### src/rtl/load_store_unit_pkg.sv
// rtl/load_store_unit_pkg.sv - shared types and funct3 encodings for the load/store unit
package load_store_unit_pkg;

    typedef enum logic [1:0] {
        IDLE = 2'd0,
        REQ  = 2'd1,
        DONE = 2'd2,
        ERR  = 2'd3
    } lsu_state_t;

    localparam logic [2:0] F3_B  = 3'b000;
    localparam logic [2:0] F3_H  = 3'b001;
    localparam logic [2:0] F3_W  = 3'b010;
    localparam logic [2:0] F3_BU = 3'b100;
    localparam logic [2:0] F3_HU = 3'b101;

endpackage

### src/rtl/load_store_unit_align.sv
// rtl/load_store_unit_align.sv - byte-enable/lane generation, load extension and access legality decode
module lsu_align
    import load_store_unit_pkg::*;
(
    input  logic        is_store,
    input  logic [2:0]  funct3,
    input  logic [1:0]  addr_lo,
    input  logic [31:0] wdata,
    input  logic [31:0] mem_rdata,
    output logic [3:0]  be,
    output logic [31:0] wdata_lanes,
    output logic [31:0] load_data,
    output logic        illegal,
    output logic        misaligned
);

    logic [31:0] lane;

    // Decode access size/sign into lanes, extension and legality
    always_comb begin
        be          = 4'b0000;
        wdata_lanes = 32'h0;
        load_data   = 32'h0;
        illegal     = 1'b1;
        misaligned  = 1'b0;
        lane        = mem_rdata >> {addr_lo, 3'b000};
        case (funct3)
            F3_B: begin
                illegal     = 1'b0;
                be          = 4'b0001 << addr_lo;
                wdata_lanes = {4{wdata[7:0]}};
                load_data   = {{24{lane[7]}}, lane[7:0]};
            end
            F3_H: begin
                illegal     = 1'b0;
                misaligned  = addr_lo[0];
                be          = 4'b0011 << addr_lo;
                wdata_lanes = {2{wdata[15:0]}};
                load_data   = {{16{lane[15]}}, lane[15:0]};
            end
            F3_W: begin
                illegal     = 1'b0;
                misaligned  = |addr_lo;
                be          = 4'b1111;
                wdata_lanes = wdata;
                load_data   = lane;
            end
            F3_BU: begin
                // Unsigned sizes only exist for loads
                illegal     = is_store;
                be          = 4'b0001 << addr_lo;
                wdata_lanes = {4{wdata[7:0]}};
                load_data   = {24'h0, lane[7:0]};
            end
            F3_HU: begin
                illegal     = is_store;
                misaligned  = addr_lo[0];
                be          = 4'b0011 << addr_lo;
                wdata_lanes = {2{wdata[15:0]}};
                load_data   = {16'h0, lane[15:0]};
            end
            default: begin
                illegal = 1'b1;
            end
        endcase
    end

endmodule

### src/rtl/load_store_unit.sv
// rtl/load_store_unit.sv - RV32I data-memory access sequencer with req/ack memory port
module load_store_unit
    import load_store_unit_pkg::*;
#(
    parameter int TIMEOUT_CYCLES = 255,
    parameter int CNT_W          = $clog2(TIMEOUT_CYCLES + 1)
) (
    input  logic        clk,
    input  logic        reset,
    input  logic        start_read,
    input  logic        start_write,
    input  logic [2:0]  funct3,
    input  logic [31:0] addr,
    input  logic [31:0] wdata,
    output logic        busy,
    output logic        done,
    output logic        err,
    output logic [31:0] rdata,
    output logic        mem_req,
    output logic        mem_we,
    output logic [31:0] mem_addr,
    output logic [3:0]  mem_be,
    output logic [31:0] mem_wdata,
    input  logic        mem_ack,
    input  logic [31:0] mem_rdata
);

    lsu_state_t       state;
    logic [2:0]       f3_q;
    logic [1:0]       addr_lo_q;
    logic [CNT_W-1:0] wait_cnt;

    logic             sel_store;
    logic [2:0]       sel_f3;
    logic [1:0]       sel_addr_lo;
    logic [3:0]       be_c;
    logic [31:0]      wdata_c;
    logic [31:0]      load_c;
    logic             illegal_c;
    logic             misaligned_c;

    // The single aligner decodes the live request in IDLE and the captured one afterwards
    always_comb begin
        sel_store   = mem_we;
        sel_f3      = f3_q;
        sel_addr_lo = addr_lo_q;
        if (state == IDLE) begin
            sel_store   = start_write;
            sel_f3      = funct3;
            sel_addr_lo = addr[1:0];
        end
    end

    lsu_align u_align (
        .is_store    (sel_store),
        .funct3      (sel_f3),
        .addr_lo     (sel_addr_lo),
        .wdata       (wdata),
        .mem_rdata   (mem_rdata),
        .be          (be_c),
        .wdata_lanes (wdata_c),
        .load_data   (load_c),
        .illegal     (illegal_c),
        .misaligned  (misaligned_c)
    );

    // Access FSM with wait counter and registered outputs
    always_ff @(posedge clk) begin
        if (reset) begin
            state     <= IDLE;
            f3_q      <= 3'b000;
            addr_lo_q <= 2'b00;
            wait_cnt  <= '0;
            busy      <= 1'b0;
            done      <= 1'b0;
            err       <= 1'b0;
            rdata     <= 32'h0;
            mem_req   <= 1'b0;
            mem_we    <= 1'b0;
            mem_addr  <= 32'h0;
            mem_be    <= 4'b0000;
            mem_wdata <= 32'h0;
        end else begin
            case (state)
                IDLE: begin
                    if (start_write || start_read) begin
                        // start_write wins, so a simultaneous read is simply dropped
                        f3_q      <= funct3;
                        addr_lo_q <= addr[1:0];
                        mem_we    <= start_write;
                        mem_addr  <= {addr[31:2], 2'b00};
                        mem_be    <= be_c;
                        mem_wdata <= wdata_c;
                        wait_cnt  <= '0;
                        busy      <= 1'b1;
                        if (illegal_c || misaligned_c) begin
                            state <= ERR;
                            done  <= 1'b1;
                            err   <= 1'b1;
                        end else begin
                            state   <= REQ;
                            mem_req <= 1'b1;
                        end
                    end
                end
                REQ: begin
                    if (mem_ack) begin
                        state   <= DONE;
                        mem_req <= 1'b0;
                        done    <= 1'b1;
                        err     <= 1'b0;
                        if (!mem_we) begin
                            rdata <= load_c;
                        end
                    end else if (wait_cnt == CNT_W'(TIMEOUT_CYCLES - 1)) begin
                        state   <= ERR;
                        mem_req <= 1'b0;
                        done    <= 1'b1;
                        err     <= 1'b1;
                    end else begin
                        wait_cnt <= wait_cnt + 1'b1;
                    end
                end
                DONE, ERR: begin
                    state <= IDLE;
                    busy  <= 1'b0;
                    done  <= 1'b0;
                    err   <= 1'b0;
                end
                default: begin
                    state <= IDLE;
                end
            endcase
        end
    end

endmodule

### config.mk
export PLATFORM = sky130hd
export DESIGN_NAME = load_store_unit
export DESIGN_NICKNAME = d
export VERILOG_FILES = /design/src/rtl/load_store_unit_pkg.sv /design/src/rtl/load_store_unit_align.sv /design/src/rtl/load_store_unit.sv
export SDC_FILE = /design/constraint.sdc
export NUM_CORES = 1
export LEC_CHECK = 0
export CAP_MARGIN = 15
export CORE_MARGIN = 2
export CORE_UTILIZATION = 39
export DETAILED_ROUTE_END_ITERATION = 8
export PLACE_DENSITY = 0.77
export SYNTH_ARGS = -nofsm -noshare
export SYNTH_HDL_FRONTEND = slang
export SYNTH_SLANG_ARGS = --single-unit
### constraint.sdc
create_clock -name clk -period 2 [get_ports clk]
set_clock_uncertainty 0.05 [all_clocks]
set_input_delay 0.2 -clock clk [delete_from_list [all_inputs] [get_ports clk]]
set_output_delay 0.2 -clock clk [all_outputs]
set_load 0.01 [all_outputs]
Word level (Yosys, flattened, before mapping):

Index checks and enable logic that the tools add are counted.

* output and inout port bits: 105
* input port bits: 104
* logic and storage cells: 82
* flip-flop bits (word level): 118

* equal/unequal tests: 14
* multiplexer cells: 31
* shifts and indexed selects: 3
* add/sub/neg operators: 1
* bitwise logic cells: 1
* reductions and logical operators: 19

Operator list (number)
* 32-bit one-hot mux with 5 select lines: 1
* 32-bit one-hot mux with 3 select lines: 1
* 32-bit by 5-bit >> shifter with 32-bit output: 1
* 8-bit two-way mux: 3
* 8-bit one-hot mux with 2 select lines: 1
* 4-bit one-hot mux with 3 select lines: 1
* 1-bit two-way mux: 11
* 2-bit two-way mux: 5
* 2-bit OR reduction: 5
* 8-bit by 1-bit adder with 8-bit output (second input constant): 1
* 8-bit equality test (second input constant): 1
* 1-bit one-hot mux with 2 select lines: 4
* 4-bit AND reduction: 2
* 3-bit equality test (second input constant): 2
* 2-bit != test (second input constant): 3
* 1-bit one-hot mux with 3 select lines: 2
* 2-bit one-hot mux with 3 select lines: 1
* 2-bit AND reduction: 3
* 3-bit AND reduction: 2
* 2-bit equality test (second input constant): 2
* 2-bit by 1-bit != test with 1-bit output (second input constant): 2
* 2-bit nonzero test: 2
* 1-bit by 2-bit left shift with 4-bit output (first input constant): 1
* 2-bit by 2-bit left shift with 4-bit output (first input constant): 1
* other kinds (10): 11

Depth between registers and ports, before layout:

Gate-level depths: netlist (run 1).

* word-level depth: 9
* mapped depth: 10
* gate-level depth less buffers: 8

Modules after synthesis:

From an unflattened synthesis (run 1), not the netlist that was laid out.

* cell total of the unflattened synthesis: 743
* area total of the unflattened synthesis: 5646.7 µm²

By module, submodules not included
* load_store_unit: cells each 544, sequential area each 2362.3 µm², instances 1, area each 4345.4 µm²
* lsu_align: cells each 199, sequential area each 0.0 µm², instances 1, area each 1301.2 µm²

Worst setup path after synthesis (run 1):

No wires, ideal clock.

* kind: register -> register
* start: register state[1]
* end: register rdata[16]
* setup time: 0.122 ns
* required time: 1.828 ns
* period minus slack after synthesis: 2.091 ns
* arrival time: 1.919 ns
* path buffers: 3
* stages on the path, launching flop included: 10
* setup slack: -0.091 ns
* cell sequence: dfxtp_1 > buf_2 > or3b_1 > and2_4 > buf_6 > and3_1 > o211ai_2 > a21boi_4 > buf_6 > a221o_1

* word-level cells in the longest chain between the ends: 4
* elaborated cells between the ends (all ways): 12
* those cells by class: 5 x eq/ne; 1 x shift; 3 x mux; 3 x reduce/logical

Ends and longest elaborated chain
* from (decl): RTL line load_store_unit.sv:28 `lsu_state_t state;`
* from (signal assigned): RTL line load_store_unit.sv:70 `state <= IDLE;`
* from (signal assigned): RTL line load_store_unit.sv:97 `state <= ERR;`
* from (signal assigned): RTL line load_store_unit.sv:101 `state <= REQ;`
* 2-bit zero test: RTL line load_store_unit.sv:47 `if (state == IDLE) begin`
* 2-bit two-way mux / 3-bit two-way mux (equally long branches): RTL line load_store_unit.sv:47
* 32-bit by 5-bit >> shifter with 32-bit output (tied with other cells): RTL line load_store_unit_align.sv:26 `lane = mem_rdata >> {addr_lo, 3'b000};`
* 32-bit one-hot mux with 5 select lines: RTL line load_store_unit_align.sv:27 `case (funct3)`
* to (signal assigned): RTL line load_store_unit.sv:113 `rdata <= load_c;`
* to (decl): RTL line load_store_unit.sv:18 `output logic [31:0] rdata,`

Several ways; a longest one is shown, not always the timed one.
A chain may end at the register's enable or synchronous reset.

Worst setup path after layout (run 1):

* start: register state[0]
* end: register rdata[19]

Same word-level chain as after synthesis.

==> results.sh, run 1 <==
export IMPL_status="complete, but fails checks"
export IMPL_violations="setup timing"
export IMPL_nNetsFinal=899
export IMPL_io_pins=209
export IMPL_dp_hpwl_mm=12.60
export IMPL_totalWireLength_mm=17.19
export IMPL_max_cap_violations=0
export IMPL_grt_pass1_wl_mm=27.39
export IMPL_synth_async_reset_ratio=0
export IMPL_setup_tns_final_ns=-1.988
export IMPL_ys_seq_area_frac=0.4672
export IMPL_detail_route_antenna_nets=0
export IMPL_dr_pass1_iters=9
export IMPL_finalCritPeriodShare=1.049
export IMPL_fmax_mhz=476.4
export IMPL_worstReg2RegEnd="rdata[19]"
export IMPL_min_delay_start="reset"
export IMPL_final_core_util=0.6580
export IMPL_die_y_um=117.9
export IMPL_port_buffers=206
export IMPL_setup_viol=26
export IMPL_crit_slowest_cell="a221o_2"
export IMPL_required_ns=2.30
export IMPL_drive_above_1_share=0.1764
export IMPL_final_hold_viol_count=0
export IMPL_clockRootBuffer="clkbuf_16"
export IMPL_met2_usage=0.4422
export IMPL_cts_made_buffers=17
export IMPL_vias_per_cell=5.429
export IMPL_critPathCaptureType="flop"
export IMPL_path_cells="or3b_4 -> and2_4 -> mux2i_4 -> a221o_2 -> a21boi_4 -> buf_12 -> a221o_1"
export IMPL_slew_headroom=0.5306
export IMPL_track_usage=0.2466
export IMPL_fp_row_count=41
export IMPL_area_growth_syn_to_layout_pct=64.24
export IMPL_drcViolationCount=0
export IMPL_leakage_nw=3.201
export IMPL_fin_ws_ns=-0.09896
export IMPL_grt_ovfl_total=0
export IMPL_synth_seq_cells=118
export IMPL_use_met1=0.2695
export IMPL_cts_sinks=118
export IMPL_maxSlewViolCount=0
export IMPL_tritoncts="built"
export IMPL_cp_start_kind="flop"
export IMPL_synth_ff_type="dfxtp_1"
export IMPL_finalCriticalPeriod_ns=2.099
export IMPL_max_stage_delay_ns=0.41
export IMPL_clk_latency_ns=0.41
export IMPL_worstMarginPinSlew_ns=0.7010
export IMPL_antenna_found_initial=0
export IMPL_rsz0062_at_grt="true"
export IMPL_syn_area_um2=5056
export IMPL_start_util=0.4007
export IMPL_holdBufCountCts=0
export IMPL_num_vias=5304
export IMPL_synth_edf_count=0
export IMPL_clock_path_buffers=2
export IMPL_fp_dieW_um=117.9
export IMPL_netlist_instances=553
export IMPL_wl_per_cell_um=17.60
export IMPL_synth_distinct_cells=60
export IMPL_routabilityCongestion=0.9000
export IMPL_yosysWarningCount=0
export IMPL_r2r_cells=7
export IMPL_critPathArrivalTime_ns=2.40
export IMPL_drt_first_iter_violations=475
export IMPL_met3_usage=0.07413
export IMPL_ctsHtreeMaxLevel=4
export IMPL_grt_pass1_vias=5440
export IMPL_worstSetupPathType="reg2reg"
export IMPL_ir_worst_vdd_uv=556.7
export IMPL_die_area_um2=13890
export IMPL_min_path_type="in2reg"
export IMPL_critPathMaxFanout=16
export IMPL_grt_max_degree=41
export IMPL_grt_busiest_layer="met2"
export IMPL_reg2reg_slack_ns=-0.1
export IMPL_pwr_density_cell_nw_per_um2=983.8
export IMPL_avgSynthCellArea_um2=9.143
export IMPL_clk_pin_slew_ns=0.05
export IMPL_reg2reg_from="state[0]"
export IMPL_holdPathEnd="rdata[7]"
export IMPL_coreArea_um2=12620
export IMPL_num_antenna_cells=0
export IMPL_whs_path_depth=2
## critical path: cells and delay by family (launching register included)
kind / cells / cell delay (ns)
compound gates: 3 / 0.70
mux: 1 / 0.20
buf+inv: 1 / 0.15
flops: 1 / 0.36
simple gates: 2 / 0.57
## timing repair
| action | CTS | global route |
|---|---|---|
| pin swaps | 3 | 0 |
| gates resized for setup | 25 | 10 |
| setup endpoints to repair | 63 | 60 |
| cloned | 1 | 0 |
| setup buffers | 2 | 2 |
## power by group
part | total [mW] | internal, mW | switching, mW
sequential | 2.80 | 2.63 | 0.170
combinational | 2.56 | 1.34 | 1.22
clock | 2.82 | 1.75 | 1.06
total | 8.17 | 5.72 | 2.45
## state kept, by name, summed over array words and instances (netlist names), 2 cells and up
| register | count |
|---|---|
| addr_lo_q | 2 |
| f3_q | 3 |
| mem_addr | 30 |
| mem_be | 4 |
| mem_wdata | 32 |
| rdata | 32 |
| state | 2 |
| wait_cnt | 8 |
## cell usage after synthesis (4+ instances only)
cell type  number  area (µm²)
xor2_1          4       35.03
o21ai_0        24       120.1
clkbuf_1       24       90.09
mux2_2         10       112.6
a221o_1        16       160.2
nor3_1          6       30.03
nor2_1         34       127.6
a22oi_1        21       157.7
a21oi_1        54       270.3
buf_2          10       50.05
a22o_1         11       96.34
nand2_1        98       367.9
nand3_1         5       25.02
inv_1          14       52.55
mux4_2          7       157.7
dfxtp_1       118        2362
o2bb2ai_1       4       35.03
a222oi_1       16       160.2
mux2i_1        11       110.1
## routing by layer
| layer | wire [µm] | part of all wire |
|---|---|---|
| met1 | 6612 | 0.38 |
| met2 | 8858 | 0.52 |
| met3 | 1298 | 0.075 |
| met4 | 425 | 0.025 |
| met5 | 0 | 0 |
## how the worst max path moves through the flow
stage                        start   endpoint  cells after the start
after floorplan           state[1]  rdata[16]                      9
after global placement     addr[0]  rdata[24]                      7
after detailed placement   addr[0]  rdata[29]                      7
after CTS                 state[0]  rdata[19]                      7
after global routing      state[0]  rdata[19]                      8
final                     state[0]  rdata[19]                      7
## final cells by class
cell class                      instances  area, µm²
Tap cell                              172      215.2
Timing Repair Buffer                  262       2519
Sequential cell                       118       2367
Multi-Input combinational cell        380       2608
Inverter                               14      52.55
Clock inverter                          9      78.83
Clock buffer                           22      464.2
Fill cell                            1032       4315
## kinds of logic (layout without fill, tap and decap cells)
group                      Yosys count  in the layout  synth area share
and+or+nand+nor                    174            174            0.1547
AOI/OAI and AO/OA                  168            168            0.2368
DFF                                118            118            0.4672
buffers and inverters               56            307           0.04999
muxes                               28             28           0.07523
xor gates and xnor gates             6              6           0.01039
adders and majority gates            2              2          0.004948
other                                1              2         0.0007417
## placed cells by master (no fill, tap or decap), types with 3 or more instances in the layout
cell and instances:
buf_4 49, o21ai_0 24, o2bb2ai_1 4, nor2_1 31, a221o_1 16, xor2_1 4, nor3_1 5, clkbuf_16 17
nand4_1 3, a22oi_1 21, a21oi_2 9, clkbuf_1 3, clkdlybuf4s50_1 205, mux2i_1 9, clkinv_2 5, a22o_1 11
a222oi_1 16, mux4_2 7, nand2b_1 3, nand3_1 5, nand2_1 98, a21oi_1 47, dfxtp_1 116, mux2_2 9
buf_6 3, nor2_2 4, inv_1 14
## metrics by stage
| stage | area, µm² | hold WS [ns] | setup slack, ns | power, mW | instances |
|---|---|---|---|---|---|
| finish | 8304 | 0.1673 | -0.09896 | 8.170 | 977 |
| global route | 8304 | 0.1688 | -0.1717 | 8.517 | 977 |
| CTS | 8244 | 0.1420 | -0.06738 | 8.167 | 975 |
| detailed placement | 7564 | 0.3963 | -0.4995 | 5.244 | 941 |
| global placement | 7564 | 0.3894 | -0.4548 | 5.172 | 941 |
| floorplan | 5097 | 0.2692 | -0.06847 | 4.021 | 554 |
Note: power is estimated with default switching activity, not from simulation.
==> inputs of run 2 (changes only) <==
--- a/config.mk
+++ b/config.mk
@@ -10,6 +10,7 @@
 export CORE_UTILIZATION = 39
 export DETAILED_ROUTE_END_ITERATION = 8
 export PLACE_DENSITY = 0.77
+export SETUP_SLACK_MARGIN = 0.05
 export SYNTH_ARGS = -nofsm -noshare
 export SYNTH_HDL_FRONTEND = slang
 export SYNTH_SLANG_ARGS = --single-unit
==> results.sh, run 2 (synthesized netlist as in run 1, its figures left out) <==
export IMPL_status="complete, but fails checks"
export IMPL_violations="setup timing"
export IMPL_detail_route_antenna_nets=0
export IMPL_grt_pass1_vias=5317
export IMPL_critPathMaxFanout=16
export IMPL_critPathArrivalTime_ns=2.44
export IMPL_layout_common_cells="clkdlybuf4s50_1, dfxtp_1, nand2_1, buf_4, a21oi_1"
export IMPL_maxSlewViolCount=0
export IMPL_die_area_um2=13890
export IMPL_holdBufCountCts=0
export IMPL_dp_hpwl_mm=12.67
export IMPL_endpoint="rdata[21]"
export IMPL_clk_latency_ns=0.42
export IMPL_worstSetupPathType="reg2reg"
export IMPL_min_delay_start="reset"
export IMPL_worstMarginPinSlew_ns=0.7999
export IMPL_seq_power_share=0.320
export IMPL_finalCriticalPeriod_ns=2.130
export IMPL_p_comb_frac=0.310
export IMPL_clk_pin_slew_ns=0.06
export IMPL_met2_usage=0.4248
export IMPL_track_usage=0.2444
export IMPL_io_pins=209
export IMPL_setup_viol=29
export IMPL_finalCritPeriodShare=1.065
export IMPL_met3_usage=0.07413
export IMPL_layout_commonest_cell="clkdlybuf4s50_1"
export IMPL_dr_pass1_iters=8
export IMPL_drt_first_iter_violations=351
export IMPL_totalWireLength_mm=17.87
export IMPL_use_met1=0.2713
export IMPL_cts_sinks=118
export IMPL_cts_made_buffers=17
export IMPL_clockRootBuffer="clkbuf_16"
export IMPL_p_sw_mw=2.525
export IMPL_leakage_nw=3.322
export IMPL_cp_start_kind="flop"
export IMPL_num_vias=5438
export IMPL_fp_dieW_um=117.9
export IMPL_rsz0062_at_grt="true"
export IMPL_placedInstanceArea_um2=7597
export IMPL_port_buffers=206
export IMPL_preCtsSetupSlack_ns=-0.4797
export IMPL_min_path_type="in2reg"
export IMPL_grt_pass1_wl_mm=26.94
export IMPL_ir_worst_vdd_uv=656.5
export IMPL_antenna_found_initial=0
export IMPL_crit_start="state[0]"
export IMPL_routabilityCongestion=0.8987
export IMPL_pwr_density_cell_nw_per_um2=1023
export IMPL_power_frac_clock=0.369
export IMPL_vias_per_cell=5.504
export IMPL_final_hold_viol_count=0
export IMPL_drcViolationCount=0
export IMPL_reg2reg_slack_ns=-0.13
export IMPL_reg2reg_from="state[0]"
export IMPL_worstReg2RegEnd="rdata[21]"
export IMPL_max_cap_violations=0
export IMPL_die_y_um=117.9
export IMPL_holdWs_ns=0.1039
export IMPL_fmax_mhz=469.5
export IMPL_slew_headroom=0.4643
export IMPL_grt_ovfl_total=0
export IMPL_r2r_cells=7
export IMPL_power_internal_mw=6.233
export IMPL_start_util=0.4007
export IMPL_grt_busiest_layer="met2"
export IMPL_wl_per_cell_um=18.08
export IMPL_coreArea_um2=12620
export IMPL_fin_ws_ns=-0.1298
export IMPL_fillers=972
export IMPL_tritoncts="built"
export IMPL_num_antenna_cells=0
export IMPL_design_area_um2=8564
export IMPL_grt_max_degree=39
export IMPL_clock_path_buffers=2
export IMPL_area_growth_syn_to_layout_pct=69.39
export IMPL_ctsHtreeMaxLevel=4
export IMPL_reg_top3="mem_wdata (32), rdata (32), mem_addr (30)"
export IMPL_nNetsFinal=909
export IMPL_fp_row_count=41
export IMPL_drive_above_1_share=0.1998
export IMPL_switching_share=0.2883
export IMPL_critPathCaptureType="flop"
export IMPL_required_ns=2.31
## run 2: changes by cell type in the layout (fill, tap and decap cells not counted), moves of 3 or more
cell / delta
o21ai_0: -8
a22oi_2: +6
a22oi_1: -6
clkinv_2: -3
buf_4: +10
nor2_4: +4
o21ai_1: +7
bufinv_16: +3
## run 2: per-layer routing
metal / wire length, µm / vias to the layer above / share of wire
met4: 731 / 0 / 0.041
met3: 1423 / 61 / 0.080
li1: - / 2509 / -
met2: 9040 / 277 / 0.51
met1: 6669 / 2591 / 0.37
met5: 0 / - / 0
## run 2: final cells by class
type                    count  area, µm²  area share
clock buffers              24      481.7     0.05625
clock inverters             8      145.1     0.01695
inverters                  14      52.55    0.006136
multi-input cells         380       2664      0.3110
flip-flops and latches    118       2370      0.2767
well taps                 172      215.2     0.02513
repair buffers            272       2636      0.3078
## run 2: worst max-delay path, cell delays in order, from the launching register on
cell and delay [ns]:
dfxtp_4 0.37, or3b_4 0.40, and2_4 0.18, mux2i_1 0.15, a221o_2 0.43, a21boi_4 0.20
buf_12 0.16, a221o_1 0.12
## run 2: worst min-delay path by stage
| stage | endpoint | slack [ns] | depth (start not counted) |
|---|---|---|---|
| final | f3_q[2] | 0.10 | 2 |
| after global routing | f3_q[2] | 0.11 | 2 |
| after CTS | f3_q[2] | 0.05 | 2 |
| after detailed placement | mem_wdata[9] | 0.39 | 2 |
| after global placement | mem_wdata[8] | 0.39 | 2 |
| after floorplan | mem_wdata[16] | 0.27 | 2 |
## run 2: through the flow
step                TNS (ns)  std cells    util  total power, mW
floorplan             -1.001        554       -            4.034
global placement      -14.93        943  0.6020            5.152
detailed placement    -17.60        943  0.6020            5.215
CTS                   -1.434        975  0.6537            8.480
global route          -4.110        988  0.6787            9.105
finish                -2.856        988  0.6787            8.759
## run 2: what timing repair did
| action | 4_1_cts | 5_1_grt |
|---|---|---|
| buffers inserted | 0 | 10 |
| pin swaps | 2 | 15 |
| endpoints found under the setup margin | 73 | 74 |
| resized for setup | 13 | 43 |
| cloned | 0 | 3 |
## run 2: power by group through the flow
| stage | clock network (mW) | logic, mW | registers (mW) |
|---|---|---|---|
| 2_1_floorplan | 0 | 1.11 | 2.92 |
| 3_3_place_gp | 0 | 2.33 | 2.83 |
| 5_1_grt | 3.38 | 2.89 | 2.84 |
| 4_1_cts | 3.27 | 2.42 | 2.80 |
| 3_5_place_dp | 0 | 2.37 | 2.84 |
| 6_report | 3.24 | 2.72 | 2.81 |
